$ cat src/rtl/reg_write_demux16.sv
// rtl/reg_write_demux16.sv - 16-entry write-decoded register bank with two combinational read ports
module reg_write_demux16 #(
    parameter int WIDTH    = 16,
    parameter bit ZERO_REG = 1'b1
) (
    input  logic             CLK,
    input  logic             Reset,
    input  logic             WE,
    input  logic [3:0]       WAddr,
    input  logic [WIDTH-1:0] WData,
    input  logic [3:0]       RAddrA,
    input  logic [3:0]       RAddrB,
    output logic [WIDTH-1:0] RDataA,
    output logic [WIDTH-1:0] RDataB,
    output logic [15:0]      Written
);

    logic [WIDTH-1:0] regs [16];
    logic [15:0]      wr_dec;

    // One-hot write strobe; entry 0 never strobes when it is the hardwired zero.
    always_comb begin
        wr_dec = '0;
        if (WE && !(ZERO_REG && (WAddr == 4'd0))) begin
            wr_dec[WAddr] = 1'b1;
        end
    end

    always_ff @(posedge CLK) begin
        if (Reset) begin
            for (int k = 0; k < 16; k++) begin
                regs[k] <= '0;
            end
            Written <= '0;
        end else begin
            for (int k = 0; k < 16; k++) begin
                if (wr_dec[k]) begin
                    regs[k] <= WData;
                end
            end
            Written <= Written | wr_dec;
        end
    end

    // No write bypass: reads always show the value held before the edge.
    assign RDataA = regs[RAddrA];
    assign RDataB = regs[RAddrB];

endmodule

$ cat config.mk
export PLATFORM = sky130hd
export DESIGN_NAME = reg_write_demux16
export DESIGN_NICKNAME = d
export VERILOG_FILES = /design/src/rtl/reg_write_demux16.sv
export SDC_FILE = /design/constraint.sdc
export NUM_CORES = 1
export LEC_CHECK = 0
export BUFFER_PORTS_ARGS = -buffer_cell sky130_fd_sc_hd__buf_2
export CAP_MARGIN = 5
export CORE_ASPECT_RATIO = 1.4
export CORE_UTILIZATION = 30
export DETAILED_ROUTE_END_ITERATION = 8
export GPL_TIMING_DRIVEN = 0
export SLEW_MARGIN = 5
export SYNTH_ARGS = -nofsm -noshare
export SYNTH_HDL_FRONTEND = slang
export SYNTH_SLANG_ARGS = --single-unit
$ cat constraint.sdc
create_clock -name CLK -period 3.8 [get_ports CLK]
set_clock_uncertainty 0.05 [all_clocks]
set_input_delay 1.14 -clock CLK [delete_from_list [all_inputs] [get_ports CLK]]
set_output_delay 1.14 -clock CLK [all_outputs]
set_load 0.02 [all_outputs]
Word level (Yosys, flattened, before mapping)
Memories as Yosys holds them, arrays and structs flattened. Cells that the tools add are included.

Bits in registers: 16. Memory bits (writable): 256. Input port bits: 31. Output and inout port bits: 48. Word-level logic and storage cells: 94. Memories: 1.

Memories: regs (words 16, width 16, rd ports 2, clocked after memory_dff 0, write ports 16, RTL line 18) `logic [WIDTH-1:0] regs [16];`.

Order comparisons: 2. Muxes and demuxes: 69. Bitwise logic cells: 17. Reduce and logical (&&, ||, !) cells: 4.

Operator list (number): $mux 16 (17); $mux 1 (51); $or 1x1->1 (16); $or 16x16->16 (1); $lt 4x5->1 const B (1); $demux 1 s4 (1); $ge 4x1->1 const B (1); $logic_not 4->1 (1); $logic_and 1x1->1 (2); $logic_not 1->1 (1).

Depth between registers and ports, before layout
Word-level depth: 9. Gate-level depth with buffers: 6. Depth with buffers taken out: 3.

Worst setup path before layout
Ideal clock, no wire load.

Kind: input port to output port. Start point: input port RAddrA[0]. End point: output port RDataA[10]. Data arrival time: 2.321 ns. Data required time: 2.610 ns. Setup slack: 0.289 ns. Stages on the path: 5. Path buffers: 2. Path through: buf_6 buf_6 mux4_1 a22oi_1 nand2_1.

Cells in the longest elaborated chain, start to end: 1.

RTL lines: start, declared (RTL line 11) `input logic [3:0] RAddrA,`; $mem_v2 16x16; end, declared (RTL line 13) `output logic [WIDTH-1:0] RDataA,`.

No other way between the ends.

Worst setup path after layout
Start point: input port RAddrB[0]. End point: output port RDataB[0].

Cells in the longest elaborated chain, start to end: 1.

RTL lines: start, declared (RTL line 12) `input logic [3:0] RAddrB,`; $mem_v2 16x16; end, declared (RTL line 14) `output logic [WIDTH-1:0] RDataB,`.

No other way between the ends.

==> impl_results.rst <==
.. list-table::
   :header-rows: 1

   * - Metric
     - Value
   * - Maximum fanout along the worst path
     - 10
   * - Maximum clock frequency
     - 263 MHz
   * - Combined area of the multi-input logic cells
     - 4830 um2
   * - Path class of the lowest-slack min-delay path
     - register to register
   * - Overall routing resource usage
     - 0.171
   * - Post-Synthesis Cells
     - 823
   * - Vias in the first global route
     - 8468
   * - Worst flop-to-flop path startpoint
     - Written[11]
   * - Setup TNS after final layout
     - 0 ns
   * - Final worst-path cycle share
     - 1.00
   * - Starting utilization of the core area
     - 0.304
   * - Top post-synthesis cells by area
     - edfxtp_1 59%, mux4_2 18%, nor2_1 4.6%
   * - Overall die area
     - 44400 um2
   * - Clock insertion delay at the later pin of the skew report
     - 0.53 ns
   * - Synth warnings
     - 0
   * - Placer Congestion
     - 0.794
   * - Largest area contributor in the netlist
     - edfxtp_1
   * - Chip Height
     - 249 um
   * - Detail Route Antenna Nets
     - 0
   * - Mapped cell area
     - 13100 um2
   * - Fillers
     - 4136
   * - Commonest non-fill, non-tap cell in the layout
     - edfxtp_1
   * - Area of the core
     - 43000 um2
   * - Time the final worst path needs with I/O delays and setup
     - 3.80 ns
   * - Final setup viols
     - 0
   * - Post-DR wirelength/cell
     - 25.1 um
   * - CTS HTree Levels
     - 1
   * - Total number of placement rows
     - 90
   * - Worst slew slack as a fraction of its limit
     - 0.186
   * - Clock root cell
     - clkbuf_16
   * - Unique masters post-synth
     - 25
   * - Vias per std cell
     - 5.30
   * - Setup CP Type
     - input pin to primary output
   * - Hold Fails Final Rpt
     - 0
   * - TritonCTS clock tree
     - built
   * - Post-synthesis register bit count
     - 272
   * - Initial antenna violation count
     - 0
   * - Hold-critical path depth
     - 2
   * - Unrepaired setup endpoints after global routing
     - true
   * - Max-slew violation total from the final report
     - 0
   * - Fraction of post-synthesis cell area in the top cell type by area
     - 0.589
   * - Number of design rule violations left after detail routing
     - 0
   * - Detailed-placement wirelength estimate
     - 25900 um
   * - Capture instance of the worst register-to-register path
     - Written[11]
   * - Slew at the pin with the worst max-slew slack
     - 1.22 ns
   * - Worst EP required
     - 2.61 ns
   * - Number of vias after detailed routing
     - 8014
   * - First-pass GRT wire length
     - 54500 um
   * - Maximum vdd drop
     - 0.000272 V
   * - Worst setup path startpoint
     - RAddrB[0]
   * - Overall die width
     - 178 um
   * - TritonCTS sink count
     - 272
   * - Nature of the critical path startpoint
     - input pin
   * - Layout cell share with drive strength beyond 1
     - 0.336
   * - Setup slack of the most critical reg-to-reg path
     - 3.13 ns
   * - Max-cap violations
     - 0
   * - Ports
     - 79
   * - Maximum number of buffers from clock root to sink
     - 3
   * - Pre-CTS setup slack
     - -0.620 ns
   * - Final global-route overflow total
     - 0
   * - Design Power
     - 7.01 mW
   * - Largest net degree at the start of global routing
     - 17
   * - Clock transition time at the flip-flop clock pins of the worst setup and hold paths
     - 0.06 ns
   * - Area taken by flip-flops and latches
     - 8010 um2
   * - Port Buffers
     - 71
   * - Number of design-rule violations left by the first detailed-router iteration
     - 682
   * - Power density normalized to cell area
     - 453 nW/um2
   * - Worst Path Arrival
     - 2.61 ns
   * - Mapped Avg Cell Area
     - 15.9 um2
   * - Number of CTS-inserted buffers
     - 25
   * - Worst Setup End Kind
     - primary output
   * - Final worst-path setup slack
     - 0.000303 ns
   * - Number of diodes
     - 0
   * - Sequential cell area fraction in the yosys report
     - 0.613
   * - Number of buffers inserted by hold repair at cts
     - 0
   * - Leakage power summed over all cells
     - 5.43 nW
   * - Worst setup path end
     - RDataB[0]
   * - Most used cells in the layout excluding fill and tap cells
     - 256 x edfxtp_1, 158 x nor2_1, 109 x mux4_2
   * - Total number of nets in the final design
     - 974
   * - Final WL
     - 37900 um
   * - Layout overhead on the synthesized area
     - 18.6%
   * - Drt pass-1 iters
     - 5
   * - Worst R2R Path Depth
     - 2
   * - Result of the run
     - finished clean
==> cells in the mapped netlist (all sizes together) <==
cell	n
inv	18
nor2	160
a31oi	2
a21o	4
and3b	2
conb	1
and3	1
dfxtp	16
and2	2
clkbuf	44
nor3b	1
a21oi	13
nand2	39
a31o	2
a22oi	64
edfxtp	256
nand2b	25
nor2b	7
buf	36
mux4	128
nand3	2
==> layer usage <==
layer,track usage,part of all wire,up-vias
met1,0.194,0.37,4217
met4,0.0690,0.040,0
met3,0.0192,0.046,91
li1,-,-,3442
met5,0,0,-
met2,0.320,0.55,264
==> worst min path at each step <==
stage	start	end	slack, ns
finish	Written[7]	Written[7]	0.40
global route	Written[3]	Written[3]	0.43
CTS	Written[7]	Written[7]	0.41
detailed placement	Written[11]	Written[11]	0.40
global placement	Written[11]	Written[11]	0.40
floorplan	Written[3]	Written[3]	0.47
==> area by class of cell <==
class | count | area share
multi-input combinational | 468 | 0.312
inverter | 18 | 0.00436
tap | 552 | 0.0446
clock buffer | 35 | 0.0468
sequential | 272 | 0.517
timing repair buffer | 80 | 0.0333
clock inverter | 8 | 0.00226
buffer | 78 | 0.0400
==> where the power goes <==
part	internal [mW]	switching, mW	total [mW]
combinational	0.437	0.565	1.00
clock	1.32	1.10	2.42
sequential	3.50	0.0916	3.59
total	5.26	1.76	7.01
==> cells by family after synthesis <==
logic type             count (synthesis)  share of synthesized area
muxes                                128                      0.227
other                                  1                   0.000287
AOI/OAI and AO/OA                     85                     0.0464
DFF                                  272                      0.613
and+or+nand+nor                      239                     0.0770
buffers and inverters                 98                     0.0360
==> stage by stage <==
step,utilization,cells,hold slack [ns],area [um2]
floorplan,-,838,0.472,13100
global placement,0.329,1461,0.395,14200
detailed placement,0.329,1461,0.401,14200
CTS,0.355,1507,0.412,15300
global route,0.360,1511,0.429,15500
finish,0.360,1511,0.403,15500
==> state kept, by name (all words and copies together) (netlist names) <==
name     flops
Written     16
regs       256
==> critical path, cell delays in order <==
cell and delay, ns:
buf_16 0.15, buf_8 0.21, mux4_2 0.53, a22oi_1 0.21
nand2_1 0.16, buf_2 0.19
==> what timing repair did <==
action | CTS | global route
hold endpoints to repair | 0 | 0
pin swaps | 4 | 7
resized for setup | 89 | 43
cloned | 1 | 2
setup buffers | 4 | 2
endpoints found under the setup margin | 32 | 24
(Power assumes the default switching activity.)
